### src/rtl/stm1_frame_scheduler_pkg.sv
// Shared STM-1 / VC-4 constants, region type and the fixed AU-4 pointer bytes
// for a VC-4 locked at pointer 522.
package stm1_frame_scheduler_pkg;

    localparam int STM1_COLS_C = 270;
    localparam int ROWS_C      = 9;
    localparam int SOH_COLS_C  = 9;

    localparam logic [3:0] PTR_ROW = 4'd3;

    // H1 = NDF(0110) | SS(10) | ptr[9:8], H2 = ptr[7:0]
    localparam logic [9:0] AU4_PTR    = 10'd522;
    localparam logic [3:0] NDF_NORMAL = 4'b0110;
    localparam logic [1:0] SS_AU4     = 2'b10;
    localparam logic [7:0] PTR_H1     = {NDF_NORMAL, SS_AU4, AU4_PTR[9:8]};
    localparam logic [7:0] PTR_Y      = 8'h9B;
    localparam logic [7:0] PTR_H2     = AU4_PTR[7:0];
    localparam logic [7:0] PTR_ONES   = 8'hFF;
    localparam logic [7:0] PTR_H3     = 8'h00;

    typedef enum logic [1:0] {
        REG_SOH     = 2'd0,
        REG_PTR     = 2'd1,
        REG_POH     = 2'd2,
        REG_PAYLOAD = 2'd3
    } region_e;

    function automatic logic [7:0] ptr_byte(input logic [8:0] col);
        case (col)
            9'd0:       ptr_byte = PTR_H1;
            9'd1, 9'd2: ptr_byte = PTR_Y;
            9'd3:       ptr_byte = PTR_H2;
            9'd4, 9'd5: ptr_byte = PTR_ONES;
            default:    ptr_byte = PTR_H3;
        endcase
    endfunction

endpackage

### src/rtl/stm1_frame_scheduler_if.sv
// Byte-source and line-side stream signals between the scheduler (master)
// and the SOH/POH/C-4 generators plus serializer (slave).
interface stm1_frame_scheduler_if
    import stm1_frame_scheduler_pkg::*;
#(
    parameter int BYTE_W = 8
);
    logic [BYTE_W-1:0] soh_data;
    logic              soh_rd;
    logic [BYTE_W-1:0] poh_data;
    logic              poh_rd;
    logic [BYTE_W-1:0] c4_data;
    logic              c4_valid;
    logic              c4_ready;
    logic [BYTE_W-1:0] out_data;
    logic              out_valid;
    logic              out_ready;
    logic              out_sof;
    region_e           out_region;

    modport master (
        input  soh_data, poh_data, c4_data, c4_valid, out_ready,
        output soh_rd, poh_rd, c4_ready, out_data, out_valid, out_sof, out_region
    );

    modport slave (
        output soh_data, poh_data, c4_data, c4_valid, out_ready,
        input  soh_rd, poh_rd, c4_ready, out_data, out_valid, out_sof, out_region
    );

endinterface

### src/rtl/stm1_frame_scheduler_pos_counter.sv
// Row/column position of the next byte to schedule; frame_tick_o pulses
// the cycle after the last byte of the frame was taken.
module stm1_frame_scheduler_pos_counter #(
    parameter int COLS = 270,
    parameter int ROWS = 9
) (
    input  logic       clk,
    input  logic       rst_n,
    input  logic       advance_i,
    output logic [3:0] row_o,
    output logic [8:0] col_o,
    output logic       frame_tick_o
);
    localparam logic [8:0] LAST_COL = 9'(COLS - 1);
    localparam logic [3:0] LAST_ROW = 4'(ROWS - 1);

    logic [3:0] row_q, row_d;
    logic [8:0] col_q, col_d;
    logic       tick_q, tick_d;

    always_comb begin
        row_d  = row_q;
        col_d  = col_q;
        tick_d = 1'b0;
        if (advance_i) begin
            if (col_q == LAST_COL) begin
                col_d = '0;
                if (row_q == LAST_ROW) begin
                    row_d  = '0;
                    tick_d = 1'b1;
                end else begin
                    row_d = row_q + 4'd1;
                end
            end else begin
                col_d = col_q + 9'd1;
            end
        end
    end

    always_ff @(posedge clk) begin
        if (!rst_n) begin
            row_q  <= '0;
            col_q  <= '0;
            tick_q <= 1'b0;
        end else begin
            row_q  <= row_d;
            col_q  <= col_d;
            tick_q <= tick_d;
        end
    end

    assign row_o        = row_q;
    assign col_o        = col_q;
    assign frame_tick_o = tick_q;

endmodule

### src/rtl/stm1_frame_scheduler.sv
// STM-1 frame byte scheduler: walks 270x9 positions, muxes SOH / AU-4 pointer /
// POH / C-4 sources into one registered byte stream with valid/ready backpressure.
module stm1_frame_scheduler
    import stm1_frame_scheduler_pkg::*;
#(
    parameter int                STM1_COLS = STM1_COLS_C,
    parameter int                ROWS      = ROWS_C,
    parameter int                SOH_COLS  = SOH_COLS_C,
    parameter int                BYTE_W    = 8,
    parameter logic [BYTE_W-1:0] FILL_BYTE = '0,
    parameter int                ERR_CNT_W = 16
) (
    input  logic                 clk,
    input  logic                 rst_n,
    input  logic                 en,
    stm1_frame_scheduler_if.master bus,
    output logic [3:0]           row,
    output logic [8:0]           col,
    output logic                 frame_tick,
    output logic [ERR_CNT_W-1:0] underrun_cnt
);
    localparam logic [8:0] OH_COLS = 9'(SOH_COLS);

    logic                 load;
    region_e              region;
    logic [BYTE_W-1:0]    byte_d;
    logic [BYTE_W-1:0]    data_q;
    logic                 valid_q;
    logic                 sof_q;
    region_e              region_q;
    logic [ERR_CNT_W-1:0] und_q, und_d;

    stm1_frame_scheduler_pos_counter #(
        .COLS (STM1_COLS),
        .ROWS (ROWS)
    ) u_pos (
        .clk          (clk),
        .rst_n        (rst_n),
        .advance_i    (load),
        .row_o        (row),
        .col_o        (col),
        .frame_tick_o (frame_tick)
    );

    // Gated by rst_n so no source sees a strobe during a reset cycle.
    assign load = rst_n & en & (~valid_q | bus.out_ready);

    always_comb begin
        region = REG_PAYLOAD;
        if (col < OH_COLS) begin
            region = (row == PTR_ROW) ? REG_PTR : REG_SOH;
        end else if (col == OH_COLS) begin
            region = REG_POH;
        end
    end

    assign bus.soh_rd   = load & (region == REG_SOH);
    assign bus.poh_rd   = load & (region == REG_POH);
    assign bus.c4_ready = load & (region == REG_PAYLOAD);

    // Payload never stalls the frame: a missing C-4 byte becomes FILL_BYTE.
    always_comb begin
        case (region)
            REG_SOH: byte_d = bus.soh_data;
            REG_PTR: byte_d = BYTE_W'(ptr_byte(col));
            REG_POH: byte_d = bus.poh_data;
            default: byte_d = bus.c4_valid ? bus.c4_data : FILL_BYTE;
        endcase
    end

    always_comb begin
        und_d = und_q;
        if (bus.c4_ready && !bus.c4_valid && !(&und_q)) begin
            und_d = und_q + ERR_CNT_W'(1);
        end
    end

    always_ff @(posedge clk) begin
        if (!rst_n) begin
            valid_q  <= 1'b0;
            data_q   <= '0;
            sof_q    <= 1'b0;
            region_q <= REG_SOH;
            und_q    <= '0;
        end else begin
            und_q <= und_d;
            if (load) begin
                valid_q  <= 1'b1;
                data_q   <= byte_d;
                sof_q    <= (row == 4'd0) && (col == 9'd0);
                region_q <= region;
            end else if (bus.out_ready) begin
                valid_q <= 1'b0;
            end
        end
    end

    assign bus.out_data   = data_q;
    assign bus.out_valid  = valid_q;
    assign bus.out_sof    = sof_q;
    assign bus.out_region = region_q;
    assign underrun_cnt   = und_q;

endmodule

### src/flat_wrapper.sv
// flat-port wrapper written by rule: the top's interface ports become plain ports
module stm1_frame_scheduler_flat import stm1_frame_scheduler_pkg::*;
#(
    parameter int                STM1_COLS = STM1_COLS_C,
    parameter int                ROWS      = ROWS_C,
    parameter int                SOH_COLS  = SOH_COLS_C,
    parameter int                BYTE_W    = 8,
    parameter logic [BYTE_W-1:0] FILL_BYTE = '0,
    parameter int                ERR_CNT_W = 16
)
  (clk, rst_n, en, row, col, frame_tick, underrun_cnt, bus_soh_data, bus_poh_data, bus_c4_data, bus_c4_valid, bus_out_ready, bus_soh_rd, bus_poh_rd, bus_c4_ready, bus_out_data, bus_out_valid, bus_out_sof, bus_out_region);
  stm1_frame_scheduler_if #(.BYTE_W(BYTE_W)) bus_i ();
  input  logic clk;
  input  logic rst_n;
  input  logic en;
  output logic [3:0] row;
  output logic [8:0] col;
  output logic frame_tick;
  output logic [ERR_CNT_W-1:0] underrun_cnt;
  input wire logic [$bits(bus_i.soh_data)-1:0] bus_soh_data;
  input wire logic [$bits(bus_i.poh_data)-1:0] bus_poh_data;
  input wire logic [$bits(bus_i.c4_data)-1:0] bus_c4_data;
  input wire logic [$bits(bus_i.c4_valid)-1:0] bus_c4_valid;
  input wire logic [$bits(bus_i.out_ready)-1:0] bus_out_ready;
  output wire logic [$bits(bus_i.soh_rd)-1:0] bus_soh_rd;
  output wire logic [$bits(bus_i.poh_rd)-1:0] bus_poh_rd;
  output wire logic [$bits(bus_i.c4_ready)-1:0] bus_c4_ready;
  output wire logic [$bits(bus_i.out_data)-1:0] bus_out_data;
  output wire logic [$bits(bus_i.out_valid)-1:0] bus_out_valid;
  output wire logic [$bits(bus_i.out_sof)-1:0] bus_out_sof;
  output wire logic [$bits(bus_i.out_region)-1:0] bus_out_region;
  assign bus_i.soh_data = bus_soh_data;
  assign bus_i.poh_data = bus_poh_data;
  assign bus_i.c4_data = bus_c4_data;
  assign bus_i.c4_valid = bus_c4_valid;
  assign bus_i.out_ready = bus_out_ready;
  assign bus_soh_rd = bus_i.soh_rd;
  assign bus_poh_rd = bus_i.poh_rd;
  assign bus_c4_ready = bus_i.c4_ready;
  assign bus_out_data = bus_i.out_data;
  assign bus_out_valid = bus_i.out_valid;
  assign bus_out_sof = bus_i.out_sof;
  assign bus_out_region = bus_i.out_region;
  stm1_frame_scheduler #(.STM1_COLS(STM1_COLS), .ROWS(ROWS), .SOH_COLS(SOH_COLS), .BYTE_W(BYTE_W), .FILL_BYTE(FILL_BYTE), .ERR_CNT_W(ERR_CNT_W)) u_core (.clk(clk), .rst_n(rst_n), .en(en), .bus(bus_i), .row(row), .col(col), .frame_tick(frame_tick), .underrun_cnt(underrun_cnt));
endmodule
### config.mk
export PLATFORM = sky130hd
export DESIGN_NAME = stm1_frame_scheduler_flat
export DESIGN_NICKNAME = d
export VERILOG_FILES = /design/src/rtl/stm1_frame_scheduler_pkg.sv /design/src/rtl/stm1_frame_scheduler_if.sv /design/src/rtl/stm1_frame_scheduler_pos_counter.sv /design/src/rtl/stm1_frame_scheduler.sv /design/src/flat_wrapper.sv
export SDC_FILE = /design/constraint.sdc
export NUM_CORES = 1
export LEC_CHECK = 0
export ABC_AREA = 0
export CORE_UTILIZATION = 42
export CTS_CLUSTER_SIZE = 30
export DETAILED_ROUTE_END_ITERATION = 8
export PLACE_DENSITY = 0.75
export SKIP_LAST_GASP = 1
export SYNTH_ARGS = -nofsm -noshare
export SYNTH_HDL_FRONTEND = slang
export SYNTH_HIERARCHICAL = 1
export SYNTH_SLANG_ARGS = --single-unit
### constraint.sdc
create_clock -name clk -period 1.9 [get_ports clk]
set_input_delay 0.38 -clock clk [delete_from_list [all_inputs] [get_ports clk]]
set_output_delay 0.38 -clock clk [all_outputs]
set_load 0.1 [all_outputs]
==> summary.md, run 1 <==
| Metric | Value |
|---|---|
| DR pass1 iterations | 5 |
| Yosys top cell area share | a little over a third |
| Crit-path cells | nor3_4, and2_4, and3_4, buf_12 |
| Iter 0 DRT Violations | roughly 120 |
| Total CTS buffers | 5 |
| Status | finished, final reports clean |
| Post-synthesis xor/xnor area fraction | less than 1% |
| Vias in the first global route | between 2000 and 2500 |
| Post-DP Area | 3590 sq um |
| Core area | roughly 5200 sq um |
| Synth warnings | 6 |
| Die Ht | approximately 77 um |
| Vias per cell | approximately 5.6 |
| Hold path start | u_core/underrun_cnt[14]$_SDFFE_PN0P_ |
| Initial Util | between 40% and 50% |
| Post-Syn Instances | 277 |
| Clk Tree Root Cell | clkbuf_8 |
| Remaining DRCs | 0 |
| Cells after DPL | 431 |
| Non-Filler Instances | roughly 450 |
| Worst min path class | register to register |
| Place WS | -232 ps |
| Top FF cell, synth | dfxtp_1 |
| Maximum vdd drop | roughly 370 uV |
| Crit. End Element | output pin |
| RSZ-0062 raised after global routing | true |
| Final Max Tran Viols | 0 |
| Worst R2R Start | u_core/u_pos/col_o[1]$_SDFFE_PN0P_ |
| Synth top area cells | dfxtp_1, nand2_1, a21oi_1 |
| Async set-reset flop share out of synthesis | 0% |
| Slew HR | between 70% and 80% |
| Synth Register Bits | 42 |
| Via Count | roughly 2500 |
| End of the worst hold path | u_core/underrun_cnt[14]$_SDFFE_PN0P_ |
| Arrival @ worst endpoint | about 1500 ps |
| Synthesized area per cell | 8.50 sq um |
| TritonCTS clock tree | yes |
| Share of synthesized cell area in and, or, nand and nor gates | slightly below 30% |
| H-tree depth | 2 |
| Clock tree buffer depth | 2 |
| CP Class | register to output pin |
| Synth-to-layout area growth | 61.6% |
| Layout cells sized above 1 | approximately 37% |
| HPWL Detailed | between 4000 and 5000 um |
| Pin count of the biggest net entering global routing | 23 |
| Cell area power density | ~540 nW/um^2 |
| Synth Area in Adders | 2.66% |
| # nets final | a little over 400 |
| Mux share of post-synthesis cell area | under 10% |
| Antenna cells | 0 |
| Post-route ant nets | 0 |
| Grt ovf | 0 |
| Clock transition at the registers of the reported paths | 80 ps |
| Seq/Total Area, Yosys | 35.7% |
| Post-synth EDFFs | 0 |
| Yosys cell types | 59 |
| Clock latency on the worst-skew pair | 300 ps |
| Placement Rows | 26 |
| First-pass GRT wire length | approximately 11000 um |
| Final Skew | approximately 7.7 ps |
| Worst Tran Pin Value | around 340 ps |
| Total power | 2.04 mW |
| Routed WL per cell | 14.5 um |
| Worst path slowest cell | dfxtp_4 |
| Worst setup margin | ~29 ps |
| Cell taking the most area after synthesis | dfxtp_1 |
| Fin area | roughly 3800 sq um |
| FF-to-FF setup slack | around 170 ps |
| Die width | a little under 80 um |
| Clock Sink Count | 42 |
| I/O pin cnt | 74 |
| Setup violators final | 0 |
| R2R Path End | u_core/u_pos/row_o[2]$_SDFFE_PN0P_ |
| Reg2Reg Depth | 7 |
| CP Max Fanout | 7 |
| CP peak stage delay | around 380 ps |
| Hold buffers post-CTS | 0 |
| GP Congestion | about 0.88 |
| GRT Total Usage | a little under a quarter |
| Minimum hold slack | 484 ps |
| Initial antenna violation count | 0 |
| MaxCap Viol Count | 0 |
| Largest family of logic cells by synthesized area | simple AND/OR/NAND/NOR gates |
| Syn nets | 311 |
| Lkg Pwr | roughly 1.5 nW |
| I/O Buffers | 73 |
| Crit start category | register |
| Hold depth | 2 |
| DRT Wirelength | 6500 um |
| Final hold violation count | 0 |
| Tmin final | roughly 1900 ps |
| Mapped Area | 2350 sq um |
| Layout fillers | between 300 and 400 |
| Total die area | ~5900 sq um |
| FMAX | about 0.53 GHz |
| Tcrit/Tclk final | 98.5% |
| Req. time, crit path | approximately 1500 ps |
| Compound-cell area share of the yosys netlist | ~25% |
==> layer usage <==
metal / share of wire (%) / GRT usage [%]
met3: 7.4 / 6.07
met5: 0 / 0
met1: 43 / 27.2
met2: 49 / 40.5
met4: 1.0 / 7.50
==> synth_stat cells (4+ instances only) <==
library cell	number
nand2_1	34
and3_1	5
or3_1	4
and2_1	8
inv_1	12
nor2_1	12
dfxtp_1	42
clkbuf_1	4
o21ai_0	12
a22oi_1	7
a21oi_1	19
mux2i_1	6
buf_2	5
a22o_1	7
nand2b_1	5
a31oi_1	4
o31ai_1	6
nand3_1	10
o41ai_1	5
ha_1	5
o211ai_1	7
==> worst max path at each step <==
stage / from / end / slack (ps) / cells past startpoint
after floorplan: u_core/u_pos/col_o[1]$_SDFFE_PN0P_ / bus_soh_rd / -40 / 5
after detailed placement: rst_n / u_core/underrun_cnt[14]$_SDFFE_PN0P_ / -230 / 7
after global placement: en / u_core/underrun_cnt[14]$_SDFFE_PN0P_ / -230 / 7
after global routing: u_core/u_pos/col_o[5]$_SDFFE_PN0P_ / bus_poh_rd / -30 / 4
final: u_core/u_pos/col_o[5]$_SDFFE_PN0P_ / bus_poh_rd / 30 / 4
after CTS: u_core/u_pos/col_o[8]$_SDFFE_PN0P_ / bus_soh_rd / 1 / 4
==> what timing repair did <==
| item | CTS | global route |
|---|---|---|
| endpoints found under the setup margin | 3 | 2 |
| gates resized for setup | 10 | 1 |
| pin swaps | 2 | 4 |
| hold endpoints to repair | 0 | 0 |
| buffers inserted | 8 | 1 |
==> sequential cells by signal (all words and copies together), names as in the netlist <==
name / count
u_core/bus.out_sof: 1
u_core/u_pos/col_o: 9
u_core/u_pos/row_o: 4
u_core/bus.out_valid: 1
u_core/u_pos/frame_tick_o: 1
u_core/underrun_cnt: 16
u_core/bus.out_region: 2
u_core/bus.out_data: 8
==> worst max-delay path: cells and delay by family (launching register included) <==
family	cells	cell delay [ps]
flops	1	380
buf+inv	1	170
simple gates	3	640
==> layout by cell type, fill, tap and decap left out, types with 6 or more instances in the layout <==
cell type / Yosys / routed
a21oi_1: 19 / 19
buf_4: 0 / 49
nand3_1: 10 / 10
mux2i_1: 6 / 6
inv_1: 12 / 12
o211ai_1: 7 / 7
o21ai_0: 12 / 12
a22o_1: 7 / 7
buf_12: 0 / 26
dfxtp_4: 0 / 11
a22oi_1: 7 / 7
nand2_1: 34 / 34
dfxtp_2: 0 / 19
dfxtp_1: 42 / 12
nor2_1: 12 / 10
clkdlybuf4s50_1: 0 / 25
o31ai_1: 6 / 6
==> power breakdown <==
part	internal, mW	switching [mW]	total, mW	leakage (nW)
Sequential	0.890	0.0190	0.909	0.360
Combinational	0.154	0.270	0.424	1.09
Clock	0.387	0.322	0.709	0.0579
==> per-stage QoR <==
stage	utilization [%]	setup TNS [ps]
2_1_floorplan	-	-36.7
3_3_place_gp	68.6	-1930
3_5_place_dp	68.6	-2300
4_1_cts	72.4	0
5_1_grt	72.6	-64.7
6_report	72.6	0
==> area by class of cell <==
| type | count | area, sq um | area share (%) |
|---|---|---|---|
| Inverter | 12 | 45.0 | 1.18 |
| Multi-Input combinational cell | 212 | 1480 | 38.9 |
| Clock inverter | 3 | 40.0 | 1.05 |
| Timing Repair Buffer | 104 | 1180 | 30.9 |
| Sequential cell | 42 | 906 | 23.8 |
| Tap cell | 70 | 87.6 | 2.30 |
| Clock buffer | 5 | 68.8 | 1.81 |
==> cells by family (layout without fill, tap and decap cells) <==
| group | Yosys count | after routing |
|---|---|---|
| AO/OA/AOI/OAI | 86 | 86 |
| XOR/XNOR | 2 | 2 |
| adder cells (fa/ha/maj) | 5 | 5 |
| buffers and inverters | 23 | 124 |
| flip-flops | 42 | 42 |
| multiplexers | 6 | 6 |
| AND/OR/NAND/NOR | 113 | 113 |
(Power assumes the default switching activity.)
==> run 2, diff against run 1 <==
TNS_END_PERCENT = 10   (was unset)
==> summary.md, run 2 (same netlist as run 1, synthesis figures left out) <==
| Metric | Value |
|---|---|
| Core area | 5240 sq um (unchanged) |
| Fin area | 3730 sq um (-1.8%) |
| Commonest non-fill, non-tap cells in the layout | buf_4, nand2_1, buf_12 |
| Tmin final | 1910 ps (+36.5 ps) |
| Final Skew | 5.92 ps (-1.77 ps) |
| Worst setup margin | -7.65 ps (-36.5 ps) |
| Layout cells sized above 1 | 35.6% (-1.7 points) |
| MaxCap Viol Count | 0 (unchanged) |
| HPWL Detailed | 4760 um (-0.38%) |
| Initial Util | 44.9% (unchanged) |
| Placement Rows | 26 (unchanged) |
| FF-to-FF setup slack | 150 ps (-20 ps) |
| Req. time, crit path | 1520 ps (about the same) |
| Clock transition at the registers of the reported paths | 80 ps (about the same) |
| Post-route ant nets | 0 (unchanged) |
| Tcrit/Tclk final | 100% (+1.9 points) |
| Via Count | 2536 (+0.79%) |
| Cell area power density | 506 nW/um^2 (-5.8%) |
| Crit. End Element | output pin |
| DR pass1 iterations | 4 (-1) |
| Maximum vdd drop | 372 uV (+1.8%) |
| GP Congestion | 0.830 (-5.5%) |
| DRT Wirelength | 6710 um (+3.3%) |
| I/O pin cnt | 74 (unchanged) |
| Die Ht | 76.9 um (unchanged) |
| CP startpoint | u_core/u_pos/col_o[7]$_SDFFE_PN0P_ |
| Post-DP Area | 3560 sq um (-0.98%) |
| Clock Sink Count | 42 (unchanged) |
| Vias per cell | 5.71 (+1.7%) |
| Initial antenna violation count | 0 (unchanged) |
| H-tree depth | 2 (unchanged) |
| Total CTS buffers | 5 (unchanged) |
| Routed WL per cell | 15.1 um (+4.2%) |
| Final Max Tran Viols | 0 (unchanged) |
| Worst R2R Start | u_core/underrun_cnt[0]$_SDFFE_PN0P_ |
| CP endpoint | bus_soh_rd |
| Crit start category | register |
| Reg2Reg Depth | 6 (-1) |
| Total die area | 5910 sq um (unchanged) |
| Setup violators final | 2 (+2) |
| Worst min path class | register to register |
| Clk Tree Root Cell | clkbuf_8 |
| Final hold violation count | 0 (unchanged) |
| Synth-to-layout area growth | 58.7% |
| CP Max Fanout | 3 (-4) |
| Number of flip-flops in the largest register | 16 (unchanged) |
| Remaining DRCs | 0 (unchanged) |
| CP Class | register to output pin |
| TritonCTS clock tree | yes |
| Clock latency on the worst-skew pair | 300 ps (about the same) |
| Failing checks | setup timing |
| First-pass GRT wire length | 11300 um (+2.0%) |
| Antenna cells | 0 (unchanged) |
| Pin count of the biggest net entering global routing | 31 (+35%) |
| GRT Total Usage | 23.6% (+0.41 points) |
| FMAX | 0.524 GHz (-1.9%) |
| RSZ-0062 raised after global routing | true |
| Arrival @ worst endpoint | 1530 ps (+40 ps) |
| Iter 0 DRT Violations | 127 (+5.0%) |
| # nets final | 407 (-0.97%) |
| Total Neg Setup Slack | -11.6 ps (-11.6 ps) |
| Total power | 1.89 mW (-7.5%) |
| Vias in the first global route | 2377 (-2.4%) |
| Worst Tran Pin Value | 425 ps (+89.7 ps) |
| Grt ovf | 0 (unchanged) |
| Clock tree buffer depth | 2 (unchanged) |
| Place WS | -242 ps (-10.1 ps) |
| Commonest non-fill, non-tap cell in the layout | buf_4 |
| I/O Buffers | 73 (unchanged) |
| Slew HR | 71.4% (-6.2 points) |
| R2R Path End | u_core/underrun_cnt[14]$_SDFFE_PN0P_ |
| Lkg Pwr | 1.47 nW (-2.6%) |
| Die width | 76.9 um (unchanged) |
| Status | complete, but fails checks |
-- run 2: changes by cell type in the layout (fill, tap and decap cells not counted), sizes merged --
cell / delta
buf: -4
bufinv: -1
clkbuf: +3
clkinv: -2
-- run 2: what timing repair did --
item,CTS,global route
setup endpoints to repair,3,4
gates resized for setup,10,0
hold buffers,0,0
hold endpoints to repair,0,0
pin swaps,2,5
buffers inserted,8,1
-- run 2: how the worst min path moves through the flow --
stage                                               startpoint                                   end  slack (ps)  depth (start not counted)
after global routing       u_core/underrun_cnt[9]$_SDFFE_PN0P_   u_core/underrun_cnt[9]$_SDFFE_PN0P_         510                          2
after floorplan                                             en     u_core/bus.out_valid$_SDFFE_PN0P_         500                          1
after detailed placement       u_core/bus.out_sof$_SDFFE_PN0P_       u_core/bus.out_sof$_SDFFE_PN0P_         470                          2
after global placement    u_core/underrun_cnt[14]$_SDFFE_PN0P_  u_core/underrun_cnt[14]$_SDFFE_PN0P_         450                          2
after CTS                      u_core/bus.out_sof$_SDFFE_PN0P_       u_core/bus.out_sof$_SDFFE_PN0P_         490                          2
final                          u_core/bus.out_sof$_SDFFE_PN0P_       u_core/bus.out_sof$_SDFFE_PN0P_         480                          2
-- run 2: metal layers --
metal	GRT usage [%]	share of wire (%)	up-vias
li1	-	-	1229
met1	27.7	43	1223
met2	41.8	50	76
met3	5.36	5.4	8
met4	7.69	1.7	0
met5	0	0	-
-- run 2: cell type report --
type                       count  area, sq um
multi-input combinational    212         1470
timing repair buffer         100         1140
clock buffer                   8         80.1
inverter                      12         45.0
tap                           70         87.6
fill                         401         1500
sequential                    42          906
-- run 2: stage by stage --
step                utilization, %  hold slack, ps  std cells
floorplan                        -             503        277
global placement              67.9             451        427
detailed placement            67.9             470        427
CTS                           71.2             487        443
global route                  71.3             507        444
finish                        71.3             482        444
-- run 2: critical path, stage by stage, from the launching register on --
cell     delay [ps]
dfxtp_4         360
nor3_4          280
and2_4          210
and3_4          200
buf_12          170
-- run 2: where the power goes --
part | switching [mW] | total (mW) | internal, mW
clock network | 0.302 | 0.563 | 0.261
registers | 0.0232 | 0.913 | 0.890
logic | 0.269 | 0.412 | 0.144
total | 0.594 | 1.89 | 1.30
==> run 3, diff against run 2 <==
CAP_MARGIN = 10   (was unset)
==> results of run 3 <==
The final DEF is identical to that of run 2; final timing and power are the same.
==> RTL edit 1: new RTL, settings of run 1 <==
`ERR_CNT_W` is set to 16 in 2 places; all go to 12.
--- a/src/rtl/stm1_frame_scheduler.sv
+++ b/src/rtl/stm1_frame_scheduler.sv
@@ -10,3 +10,3 @@
     parameter logic [BYTE_W-1:0] FILL_BYTE = '0,
-    parameter int                ERR_CNT_W = 16
+    parameter int                ERR_CNT_W = 12
 ) (
--- a/src/flat_wrapper.sv
+++ b/src/flat_wrapper.sv
@@ -8,3 +8,3 @@
     parameter logic [BYTE_W-1:0] FILL_BYTE = '0,
-    parameter int                ERR_CNT_W = 16
+    parameter int                ERR_CNT_W = 12
 )
Ports: changed (resized underrun_cnt); port bits go from 74 to 70. No check against the original RTL was run, so the function may have changed too.
==> RTL edit 1 against run 1 <==
The flow now finishes with violations (negative setup slack); clock power fell by 10%; combinational power rose by 1%; utilization rose by 0.20 points; power fell by 7.5%; synthesized cell count fell by 8.7%; die area fell by 12%; worst setup slack got worse by 0.21 ns; wire length fell by 0.45%; critical path type unchanged; final area fell by 9.6%; register-to-register slack got worse by 0.15 ns; largest power group unchanged; largest cell class unchanged; sequential cell count fell by 4; synthesized area fell by 12%.
==> RTL edit 1: results (changes against run 1) <==
status complete, but fails checks; failing checks negative setup slack; clk root buf clkbuf_8; Mean Syn Cell Area 8.175 µm² (-3.8%); warnings from Yosys 6 (unchanged); crit path DAT 1.70 ns (+0.21 ns); Largest register FFs 12 (-4); Vias 2313 (-8.1%); skew final 0.005023 ns (-0.002666 ns); Worst VDD drop 0.4287 mV (+17%); GPL Wtd Cong 0.8660 (-1.3%); WL per Instance 15.33 µm (+5.7%); initial antenna violation count 0 (unchanged); share of cells above drive strength 1 36.06% (-1.2 points); fin worst setup slack -0.1780 ns (-0.2068 ns); Port Buffers 69 (-5.5%); worst min-delay path startpoint u_core/underrun_cnt[10]; first-pass GRT wire length 10200 µm (-7.6%); largest net degree at the start of global routing 19 (-17%); Hold/Removal Path Class reg -> reg; Setup CP Type reg -> out; # setup viols final 3 (+3); Final nets 388 (-5.6%); Tot GR Track Use 24.84% (+1.7 points); dpl cell area 3278 µm² (-8.7%); post-synthesis cell type count 47 (-20%); DRT iter0 DRCs 120 (-0.83%); CTS H-tree lvls 2 (unchanged); Finished Layout Cells 422 (-5.8%); slowest CP cell or3_4; Pleak 1.439 nW (-4.5%); vias in the first global route 2197 (-9.8%); Slew Limit Headroom 76.65% (-0.97 points); synth top area cells dfxtp_1, nand2_1, a21oi_1, mux2i_1, o21ai_0; r2r startpoint u_core/u_pos/col_o[0]; placed cell count 408 (-5.3%); hpwl dp 4583 µm (-4.2%); commonest cells in the synthesized netlist nand2_1, dfxtp_1, a21oi_1; Syn Nets 287 (-7.7%); Seq/Total Area, Yosys 36.78% (+1.1 points); First-pass DRT Iterations 4 (-1); Synth Flop Type dfxtp_1; CP peak stage delay 0.40 ns (+0.02 ns); CP Max Fanout 4 (-3)
[RTL edit 1: cells by family after synthesis]
| logic type | after synthesis | synth area share, % |
|---|---|---|
| AOI/OAI and AO/OA | 65 | 19.18 |
| adders and majority gates | 5 | 3.025 |
| buffers and inverters | 18 | 3.448 |
| and+or+nand+nor | 113 | 31.03 |
| DFF | 38 | 36.78 |
| xor gates and xnor gates | 4 | 1.694 |
| muxes | 10 | 4.840 |
[RTL edit 1: power breakdown]
part / internal (mW) / switching (mW)
clock network: 0.340 / 0.298
logic: 0.164 / 0.266
registers: 0.805 / 0.0150
[RTL edit 1: cell type report]
type	count	area (µm²)
timing repair buffer	103	1106
tap	67	83.83
clock buffer	8	101.3
sequential	38	819.5
multi-input combinational	197	1294
fill	368	1285
inverter	9	33.78
[RTL edit 1: what timing repair did]
action,4_1_cts,5_1_grt
setup endpoints to repair,3,4
pin swaps,2,3
gates resized for setup,1,3
hold endpoints to repair,0,0
setup buffers,3,3
[RTL edit 1: worst paths after layout]
kind / to / slack, ns / cells past startpoint
setup / recovery: bus_soh_rd / -0.18 / 5
hold / removal: u_core/underrun_cnt[10] / 0.46 / 1
setup reg to reg: u_core/bus.out_sof / 0.02 / 7
hold reg to reg: u_core/underrun_cnt[10] / 0.46 / 1
[RTL edit 1: metrics by stage]
stage / setup WS, ns / setup TNS, ns
2_1_floorplan: -0.07086 / -0.07671
5_1_grt: -0.2114 / -0.6039
6_report: -0.1780 / -0.3467
3_3_place_gp: -0.1783 / -1.350
3_5_place_dp: -0.2243 / -1.758
4_1_cts: -0.1944 / -0.4371
[RTL edit 1: routing by layer]
layer	global-route usage, %	share of wire, %
met5	0	0
met4	8.279	1.6
met3	5.139	5.6
met2	42.89	51
met1	30.75	42
==> RTL edit 2: new RTL, config.mk and constraints of run 1 <==
Without the edit above. Register the output `underrun_cnt` once more; this adds one clock of latency there. The other outputs are not delayed to match.
--- a/src/rtl/stm1_frame_scheduler.sv
+++ b/src/rtl/stm1_frame_scheduler.sv
@@ -101,3 +101,5 @@
     assign bus.out_region = region_q;
-    assign underrun_cnt   = und_q;
+    always_ff @(posedge clk) begin
+        underrun_cnt <= und_q;
+    end
 
Check against the original RTL: no difference found for any inputs over 10 cycles, from zero or initial values and one cycle with rst_n low; that may be too few to reach the edited logic, so the function may still have changed.
==> RTL edit 2 against run 1 <==
The run now ends with negative setup slack left; sequential cell count grew 16; combinational power grew 4%; highest routed layer unchanged; first-iteration DRC count grew 65%; power grew 39%; final area grew 15%; wire length grew 21%; maximum frequency shrank 13%; sequential share of layout area grew 3.8 points; largest power group unchanged; sequential power grew 36%; count of clock-buffer cells in the layout grew 8; critical path depth grew 1; worst setup slack lost 0.29 ns; synthesized area grew 9.6%.
==> RTL edit 2: results (changes against run 1) <==
vias in the first global route 2641 (+8.4%); Hold/Removal Path Class reg -> reg; Synth top area share 45.03% (+9.3 points); initial antenna violation count 0 (unchanged); dpl cell area 3944 µm² (+9.8%); first-pass GRT wire length 12320 µm (+12%); Pleak 1.831 nW (+22%); fin worst setup slack -0.2562 ns (-0.2850 ns); post-synthesis cell type count 52 (-12%); skew final 0.008406 ns (+0.0007160 ns); Worst VDD drop 0.4529 mV (+24%); Register-to-Register Setup Slack -0.04 ns (-0.21 ns); commonest cells in the synthesized netlist dfxtp_1, nand2_1, a21oi_1; status complete, but fails checks; TNS Setup -0.8759 ns (-0.8759 ns); slowest CP cell or4_4; Syn Nets 331 (+6.4%); CP peak stage delay 0.57 ns (+0.19 ns); # setup viols final 10 (+10); WL per Instance 15.42 µm (+6.3%); Final nets 463 (+13%); register area 1209 µm² (+33%); synth top area cells dfxtp_1, nand2_1, a21oi_1, mux2i_1, o21ai_0; CP Max Fanout 3 (-4); P_sw 785.4 µW (+29%); fill count 411 (+4.6%); hpwl dp 5252 µm (+9.8%); GPL Wtd Cong 0.8184 (-6.8%); Clk Latency, worst-skew pair 0.34 ns (+0.04 ns); initial core utilization 43.55% (-1.4 points); share of cells above drive strength 1 40.09% (+2.8 points); Vias 2792 (+11%); hold path depth 0 (-2); n_diodes 0 (unchanged); CTS H-tree lvls 3 (+1); Worst-Margin Slew 0.4568 ns (+0.1211 ns); First-pass DRT Iterations 4 (-1); Clock Tree Buf Depth 2 (unchanged); critical path's top delay family simple AND/OR/NAND/NOR gates; DRT iter0 DRCs 200 (+65%); Async SR Flop Fraction 0% (unchanged); cts bufs inserted 9 (+4); largest net degree at the start of global routing 28 (+22%); crit path DAT 1.78 ns (+0.29 ns); Seq/Total Area, Yosys 45.03% (+9.3 points); Tot GR Track Use 25.11% (+2.0 points); FF-to-FF path depth 9 (+2); failing checks negative setup slack
RTL edit 2: cell count changes in the layout (fill, tap and decap cells not counted), sizes merged, moves of 5 or more:
cell / run 1 / this run
nand2: 35 / 46
buf: 76 / 100
dfxtp: 42 / 58
clkbuf: 5 / 13
a22oi: 7 / 2
a21oi: 19 / 30
o211ai: 7 / 2
mux2i: 6 / 11
o31ai: 7 / 0
a21boi: 5 / 0
RTL edit 2: worst paths after layout:
path,start,endpoint
max,u_core/u_pos/col_o[4],bus_poh_rd
min,u_core/und_q[15],u_core/underrun_cnt[15]
max reg2reg,u_core/u_pos/col_o[4],u_core/und_q[5]
min reg2reg,u_core/und_q[15],u_core/underrun_cnt[15]
RTL edit 2: cell type report:
cell class | count | share of cell area [%]
flip-flops and latches | 58 | 27.63
clock inverters | 3 | 0.4005
clock buffers | 13 | 4.376
well taps | 75 | 2.145
repair buffers | 128 | 29.55
multi-input cells | 221 | 34.95
inverters | 11 | 0.9439
RTL edit 2: what timing repair did:
action / 4_1_cts / 5_1_grt
resized for setup: 5 / 25
setup buffers: 11 / 1
setup endpoints to repair: 8 / 28
pin swaps: 10 / 17
RTL edit 2: kinds of logic after synthesis:
group | count (synthesis) | share of synthesized area [%]
AND/OR/NAND/NOR | 129 | 27.37
AO/OA/AOI/OAI | 73 | 17.22
flip-flops | 58 | 45.03
buffers and inverters | 18 | 2.668
multiplexers | 11 | 4.270
adder cells (fa/ha/maj) | 5 | 2.426
XOR/XNOR | 3 | 1.019
RTL edit 2: metrics by stage:
| stage | hold WS [ns] | setup WS (ns) | cells |
|---|---|---|---|
| after CTS | 0.3898 | -0.2811 | 510 |
| final | 0.3841 | -0.2562 | 509 |
| after global routing | 0.4005 | -0.3193 | 509 |
| after detailed placement | 0.3847 | -0.3929 | 483 |
| after floorplan | 0.3516 | -0.3146 | 297 |
| after global placement | 0.3733 | -0.3700 | 483 |
RTL edit 2: layer usage:
metal / global-route usage (%) / routed length, µm
met3: 5.341 / 425
met4: 10.71 / 150
met2: 42.12 / 3877
met5: 0 / 0
met1: 30.75 / 3395
RTL edit 2: power groups by stage:
stage | clock network, mW | registers (mW) | logic (mW)
finish | 1.16 | 1.24 | 0.439
global route | 1.24 | 1.25 | 0.458
CTS | 1.17 | 1.24 | 0.431
detailed placement | 0 | 1.27 | 0.419
global placement | 0 | 1.27 | 0.417
floorplan | 0 | 1.43 | 0.0872
